==> src/rtl/polinomio_horner.sv <==
// polinomio_horner: evaluates P(X) = sum c_i*X^i with Horner's method.
// One multiply-accumulate step per clock. The degree is chosen at run time
// and clamped to DEGREE. The result is truncated to WIDTH bits. The overflow
// flag is sticky and covers the current or most recent evaluation.
// Optional feature macro: POLI_SIGNED_EN. When it is defined, X, the
// coefficients and the accumulator are two's complement values.
module polinomio_horner #(
   parameter int WIDTH  = 16,
   parameter int DEGREE = 4,
   parameter int GRAU_W = 3
) (
   input  logic                        ck,
   input  logic                        rst,
   input  logic                        inicio,
   input  logic [GRAU_W-1:0]           grau,
   input  logic [WIDTH-1:0]            X,
   input  logic [(DEGREE+1)*WIDTH-1:0] coef,
   output logic                        ocupado,
   output logic                        pronto,
   output logic                        overflow,
   output logic [WIDTH-1:0]            resultado
);

   localparam int FW    = 2*WIDTH + 1;
   localparam int NSLOT = 2**GRAU_W;
   localparam logic [GRAU_W-1:0] G_MAX = GRAU_W'(DEGREE);

   typedef enum logic [1:0] {IDLE, CALC, DONE} state_t;

   state_t                        r_state;
   state_t                        w_state_next;
   logic [WIDTH-1:0]              r_x;
   logic [(DEGREE+1)*WIDTH-1:0]   r_coef;
   logic [WIDTH-1:0]              r_acc;
   logic [GRAU_W-1:0]             r_cnt;
   logic                          r_pend;     // final acc is waiting to be published
   logic                          r_pronto;
   logic                          r_overflow;
   logic [WIDTH-1:0]              r_resultado;

   logic                          w_start;
   logic [GRAU_W-1:0]             w_g;
   logic [GRAU_W-1:0]             w_cnt_m1;
   logic [WIDTH-1:0]              w_in_c  [NSLOT];
   logic [WIDTH-1:0]              w_reg_c [NSLOT];
   logic [WIDTH-1:0]              w_c_cur;
   logic [FW-1:0]                 w_full;
   logic                          w_ovf;

   // Coefficient views indexed by degree. Slots above DEGREE read as zero, so
   // any GRAU_W-bit index is safe.
   generate
      for (genvar gi = 0; gi < NSLOT; gi++) begin : g_coef
         if (gi <= DEGREE) begin : g_used
            assign w_in_c[gi]  = coef[gi*WIDTH +: WIDTH];
            assign w_reg_c[gi] = r_coef[gi*WIDTH +: WIDTH];
         end else begin : g_unused
            assign w_in_c[gi]  = '0;
            assign w_reg_c[gi] = '0;
         end
      end
   endgenerate

   assign w_g      = (grau > G_MAX) ? G_MAX : grau;
   assign w_cnt_m1 = r_cnt - GRAU_W'(1);
   assign w_c_cur  = w_reg_c[w_cnt_m1];
   assign w_start  = inicio && (r_state != CALC);

`ifdef POLI_SIGNED_EN
   // Signed multiply-add. Overflow is flagged when the result does not fit in
   // the signed WIDTH-bit range, i.e. the top bits are not all copies of the sign.
   assign w_full = FW'(signed'(r_acc)) * FW'(signed'(r_x)) + FW'(signed'(w_c_cur));
   assign w_ovf  = !((&w_full[FW-1:WIDTH-1]) || !(|w_full[FW-1:WIDTH-1]));
`else
   // Unsigned multiply-add. Any bit at or above 2^WIDTH means overflow.
   assign w_full = FW'(r_acc) * FW'(r_x) + FW'(w_c_cur);
   assign w_ovf  = |w_full[FW-1:WIDTH];
`endif

   // State register
   always_ff @(posedge ck) begin
      if (rst) r_state <= IDLE;
      else     r_state <= w_state_next;
   end

   // Next-state logic. A start from IDLE or DONE behaves the same way.
   always_comb begin
      w_state_next = r_state;
      case (r_state)
         IDLE, DONE: begin
            if (inicio) w_state_next = (w_g == '0) ? DONE : CALC;
         end
         CALC: begin
            if (r_cnt == GRAU_W'(1)) w_state_next = DONE;
         end
         default: w_state_next = IDLE;
      endcase
   end

   // Datapath: latch on start, one Horner step per CALC cycle, and publish
   // the result on the first cycle spent in DONE.
   always_ff @(posedge ck) begin
      if (rst) begin
         r_x         <= '0;
         r_coef      <= '0;
         r_acc       <= '0;
         r_cnt       <= '0;
         r_pend      <= 1'b0;
         r_pronto    <= 1'b0;
         r_overflow  <= 1'b0;
         r_resultado <= '0;
      end else if (w_start) begin
         r_x        <= X;
         r_coef     <= coef;
         r_acc      <= w_in_c[w_g];
         r_cnt      <= w_g;
         r_pend     <= (w_g == '0);
         r_pronto   <= 1'b0;
         r_overflow <= 1'b0;
      end else if (r_state == CALC) begin
         r_acc <= w_full[WIDTH-1:0];
         r_cnt <= w_cnt_m1;
         if (w_ovf)              r_overflow <= 1'b1;
         if (r_cnt == GRAU_W'(1)) r_pend    <= 1'b1;
      end else if (r_state == DONE && r_pend) begin
         r_resultado <= r_acc;
         r_pronto    <= 1'b1;
         r_pend      <= 1'b0;
      end
   end

   assign ocupado   = (r_state == CALC);
   assign pronto    = r_pronto;
   assign overflow  = r_overflow;
   assign resultado = r_resultado;

endmodule

==> config.mk <==
export PLATFORM = sky130hd
export DESIGN_NAME = polinomio_horner
export DESIGN_NICKNAME = d
export VERILOG_FILES = /design/src/rtl/polinomio_horner.sv
export SDC_FILE = /design/constraint.sdc
export NUM_CORES = 1
export LEC_CHECK = 0
export ABC_AREA = 0
export CORE_ASPECT_RATIO = 1.2
export CORE_MARGIN = 10
export CORE_UTILIZATION = 60
export CTS_CLUSTER_DIAMETER = 200
export DETAILED_ROUTE_END_ITERATION = 8
export GPL_TIMING_DRIVEN = 0
export PLACE_DENSITY = 0.82
export SLEW_MARGIN = 20
export SYNTH_ARGS = -nofsm -noshare
export SYNTH_HDL_FRONTEND = slang
export SYNTH_SLANG_ARGS = --single-unit
==> constraint.sdc <==
create_clock -name ck -period 14.5 [get_ports ck]
set_input_delay 4.35 -clock ck [delete_from_list [all_inputs] [get_ports ck]]
set_output_delay 4.35 -clock ck [all_outputs]
set_load 0.02 [all_outputs]
---- Word-level counts from Yosys, hierarchy flattened ----
Index checks and enable logic that the tools add are counted.
cells by class
  $add $sub $neg .......................... 2
  multipliers ............................. 1
  $lt $le $gt $ge ......................... 3
  eq/ne operators ......................... 7
  multiplexer cells ....................... 19
  bitwise operators ....................... 4
  reduce and logical (&&, ||, !) cells .... 14
operators with widths
  operator                                                   count
  binary-select mux 16 bit (select 3 bit)                    2
  two-way mux 16 bit                                         6
  adder 32 x 16 -> 33 bit                                    1
  multiplier 16 x 16 -> 32 bit                               1
  OR reduction 17 bit                                        1
  two-way mux 3 bit                                          3
  greater-or-equal comparator 4 bit (second input constant)  2
  inverter 3 -> 4 bit                                        2
  AND reduction 2 bit                                        4
  two-way mux 2 bit                                          3
  two-way mux 1 bit                                          4
  inequality test 2 x 1 -> 1 bit (second input constant)     2
  one-hot mux 2 bit (2 select lines)                         1
  OR reduction 2 bit                                         2
  == test 3 x 1 -> 1 bit (second input constant)             1
  > comparator 3 bit (second input constant)                 1
  zero test 3 bit                                            1
  inequality test 3 x 1 -> 1 bit (second input constant)     1
  AND reduction 3 bit                                        1
  nonzero test 3 bit                                         1
  subtractor 3 x 1 -> 3 bit (second input constant)          1
  == test 2 x 1 -> 1 bit (second input constant)             1
  == test 2 bit (second input constant)                      1
  logical AND 1 bit                                          2
  4 further kinds                                            5
word-level totals
  flip-flop bits (word level) ............. 136
  output and inout port bits .............. 19

---- Depth between registers and ports, before layout ----
  depth in word-level cells ............... 8
  mapped depth ............................ 28

---- Worst setup path after synthesis ----
OpenSTA, ideal clock, no wires.
  kind .................................... reg2reg
  start point ............................. register r_cnt[0]
  end point ............................... register r_overflow (netlist: overflow)
  data arrival time ....................... 6.569 ns
  data required time ...................... 14.380 ns
  slack ................................... 7.811 ns
  cell stages (with the launch flop) ...... 26
  path buffers ............................ 4
  clock period less this slack ............ 6.689 ns
  cell sequence ........................... dfxtp_1 -> clkbuf_1 -> inv_1 -> clkbuf_1 -> ha_1 -> xor2_1 -> clkbuf_1 -> clkbuf_1 -> nor3_1 -> a21oi_1 -> fa_1 -> inv_1 -> fa_1 -> fa_1 -> inv_1 -> fa_1 -> inv_1 -> ha_1 -> nand4_1 -> or2_2 -> o22ai_1 -> o21ai_2 -> a22oi_1 -> mux2i_1 -> o2111ai_1 -> o31a_1
on the way
  cells in the longest elaborated chain, start to end .. 8
RTL lines
  what                                                   RTL line  RTL
  from (decl)                                            35        logic [GRAU_W-1:0] r_cnt;
  from (signal assigned)                                 116       r_cnt <= w_g;
  from (signal assigned)                                 122       r_cnt <= w_cnt_m1;
  subtractor 3 x 1 -> 3 bit                              65        assign w_cnt_m1 = r_cnt - GRAU_W'(1);
  inverter 3 -> 4 bit (not written as such)              66        assign w_c_cur = w_reg_c[w_cnt_m1];
  binary-select mux 16 bit (select 3 bit)                66
  two-way mux 16 bit (not written as such) (2 in a row)  66
  adder 32 x 16 -> 33 bit                                76        assign w_full = FW'(r_acc) * FW'(r_x) + FW'(w_c_cur);
  OR reduction 17 bit                                    77        assign w_ovf = |w_full[FW-1:WIDTH];
  AND reduction 2 bit (no line)                          n/a
  to (signal assigned)                                   110       r_overflow <= 1'b0;
  to (signal assigned)                                   119       r_overflow <= 1'b0;
  to (signal assigned)                                   123       if (w_ovf) r_overflow <= 1'b1;
  to (decl)                                              38        logic r_overflow;
No other way between the ends. The select of a mux whose other input is x is not followed.
A chain may end at the register's enable or synchronous reset.

---- Worst setup path after layout ----
Same ends and word-level chain as after synthesis.

==> results.py <==
metrics = {
    "clock_network": {
        "clock_path_buffers": 2,
        "clock_latency_ps": 430,
        "ctsResizeCount": 0,
        "post_cts_buffers": 0,
        "hold_buffers": 0,
        "h-tree-depth": 4,
        "clk_root_buffer_cell": "clkbuf_16",
        "cts-buffers-inserted": 17,
        "tritoncts": "built",
        "clk_pin_slew_ps": 60,
        "clock_sinks": 136,
    },
    "worst_setup_path": {
        "cpPeakStageDelay_ps": 670,
        "path_buf_inv": 8,
        "required_ps": 14800,
        "cp_top_family": "adder cells",
        "worst_ep_arrival_time_ps": 9130,
        "critical_path.startpoint_type": "flop",
        "worst-setup-path-type": "flop to flop",
        "worstSetupEndpointType": "flop",
        "crit_fanout": 10,
        "crit_slowest_cell": "clkbuf_1",
    },
    "synth": {
        "ys_warn_count": 0,
        "synth_seq_cells": 136,
        "ys_async_sr_fraction": 0,
        "netlist_instances": 1876,
        "synth_nets": 2301,
        "ys.flop_type": "dfxtp_1",
        "synth-edff-count": 0,
        "synth-seq-area-share": 0.1750,
        "ys_types": 70,
        "netlist_area_mm2": 0.01556,
        "syn_avg_cell_area_um2": 8.292,
    },
    "layout": {
        "drive_gt1_frac": 0.04101,
        "final_cell_mix": "nand2_1 (410), inv_1 (246), fa_1 (211)",
        "post-route-util": 0.6930,
        "diodes": 0,
        "final_area_mm2": 0.01770,
        "stdcell_count": 2354,
        "areaGrowthSynthToFinish_pct": 13.80,
        "fin_nets": 2436,
        "layout_commonest_cell": "nand2_1",
    },
    "timing": {
        "finalHoldViolCount": 0,
        "final-setup-viol-count": 0,
        "fin_ws_ps": 5661,
        "hold_slack_ps": 452.0,
        "final_max_slew_viol_count": 0,
        "worstMarginPinSlew_ps": 873.5,
        "post-route-period-util": 0.6096,
        "rsz0062_at_grt": "no",
        "fmax_mhz": 113.1,
        "clock_skew_ps": 9.561,
        "min_period_ps": 8839,
        "slew_headroom": 0.4176,
        "tns_ps": 0,
    },
    "routing": {
        "drc_errors": 0,
        "routed_via_density": 6.005,
        "ant_nets": 0,
        "wl_per_cell_um": 21.40,
        "drtIter0Drc": 1296,
        "num_vias": 14140,
        "dr.pass1.iters": 6,
        "routed_wirelength_mm": 50.37,
    },
    "grt": {
        "grt_usage": 0.3009,
        "grt_pass1_wl_mm": 79.00,
        "gr-total-overflow": 0,
        "grt_max_degree": 17,
        "antenna_found_initial": 1,
        "grt_pass1_vias": 14880,
    },
    "floorplanning": {
        "ios": 121,
        "rows": 64,
        "placeableCoreArea_mm2": 0.02554,
        "dieArea_mm2": 0.03279,
        "start_util": 0.6090,
        "die_h_um": 196.4,
        "die_w_um": 167.0,
    },
    "outcome": {
        "status": "complete, no violations",
    },
    "placement": {
        "dp_hpwl_mm": 41.77,
        "io_buffers": 116,
        "placedInstanceArea_mm2": 0.01713,
        "post-place-cells": 2322,
        "dp_slack_ps": 5903,
        "gp_congestion": 1.001,
    },
    "power": {
        "p_per_area_mw_per_mm2": 82.38,
        "power.total_mw": 1.458,
        "p_leak_nw": 7.626,
        "ir_worst_vdd_uv": 94.65,
    },
    "flow_run": {
        "cap_violations": 0,
    },
    "worst_hold_path": {
        "hold_path_class": "flop to flop",
    },
}
[report_power, final]
| part | switching, mW | internal [mW] |
|---|---|---|
| combinational | 0.385 | 0.216 |
| sequential | 0.0282 | 0.399 |
| clock | 0.174 | 0.256 |
[Yosys cell counts (all sizes together) (3+ instances only)]
| library cell | count | area [um^2] |
|---|---|---|
| fa | 211 | 4224 |
| nor2b | 3 | 18.77 |
| a21o | 9 | 68.82 |
| o211ai | 5 | 37.54 |
| o21ai | 44 | 224.0 |
| o2111ai | 4 | 35.03 |
| a31oi | 4 | 40.04 |
| nor4 | 4 | 25.02 |
| buf | 18 | 105.1 |
| nor2 | 59 | 221.5 |
| clkbuf | 98 | 390.4 |
| nor3 | 22 | 115.1 |
| inv | 246 | 923.4 |
| dfxtp | 136 | 2723 |
| o22ai | 4 | 25.02 |
| ha | 112 | 1401 |
| and2 | 127 | 794.5 |
| mux4 | 14 | 315.3 |
| nand4 | 7 | 50.05 |
| a221oi | 3 | 26.28 |
| nand2 | 410 | 1539 |
| o31ai | 8 | 60.06 |
| o21a | 3 | 22.52 |
| and3 | 7 | 56.30 |
| a21oi | 180 | 904.6 |
| xor2 | 14 | 122.6 |
| mux2i | 50 | 500.5 |
| a2111oi | 3 | 38.79 |
| nand3 | 9 | 45.04 |
| a211oi | 19 | 155.2 |
| nand2b | 9 | 63.81 |
| xnor2 | 7 | 61.31 |
[cell families (layout without fill, tap and decap cells)]
| kind of cell | after synthesis | count (layout) | synth area share |
|---|---|---|---|
| xor+xnor | 21 | 21 | 0.01182 |
| buf+inv | 364 | 512 | 0.09169 |
| mux | 65 | 65 | 0.05316 |
| compound gates | 300 | 300 | 0.1135 |
| fa+ha+maj | 323 | 323 | 0.3616 |
| simple gates | 667 | 667 | 0.1932 |
| flops | 136 | 136 | 0.1750 |
[area by class of cell]
class,instances,area [um^2]
sequential,136,2723
timing repair buffer,116,1161
fill,2046,7841
inverter,248,930.9
multi-input combinational,1376,11410
tap,330,412.9
clock buffer,19,442.9
buffer,116,495.5
clock inverter,13,130.1
[sequential cells by signal, indices dropped and copies added (netlist names)]
signal     count
r_x           16
resultado     16
r_coef        80
r_pend         1
pronto         1
overflow       1
r_state        2
r_acc         16
r_cnt          3
[worst min-delay path, cell delays in order, from the launching register on]
cell and delay (ps):
dfxtp_1 310, nand2_1 50, a21oi_1 50
[worst paths after layout]
| kind | from | to | slack (ps) | depth (start not counted) |
|---|---|---|---|---|
| max | r_cnt[0] | overflow | 5660 | 26 |
| min | resultado[12] | resultado[12] | 450 | 2 |
| max reg2reg | r_cnt[0] | overflow | 5660 | 26 |
| min reg2reg | resultado[12] | resultado[12] | 450 | 2 |
[metal layers]
layer | vias up | track usage | part of all wire
met1 | 6894 | 0.3165 | 0.35
met2 | 776 | 0.5492 | 0.51
met4 | 2 | 0.1670 | 0.059
met5 | - | 0 | 0.00026
met3 | 227 | 0.06230 | 0.081
li1 | 6236 | - | -
Power figures use the tool's default switching activity.
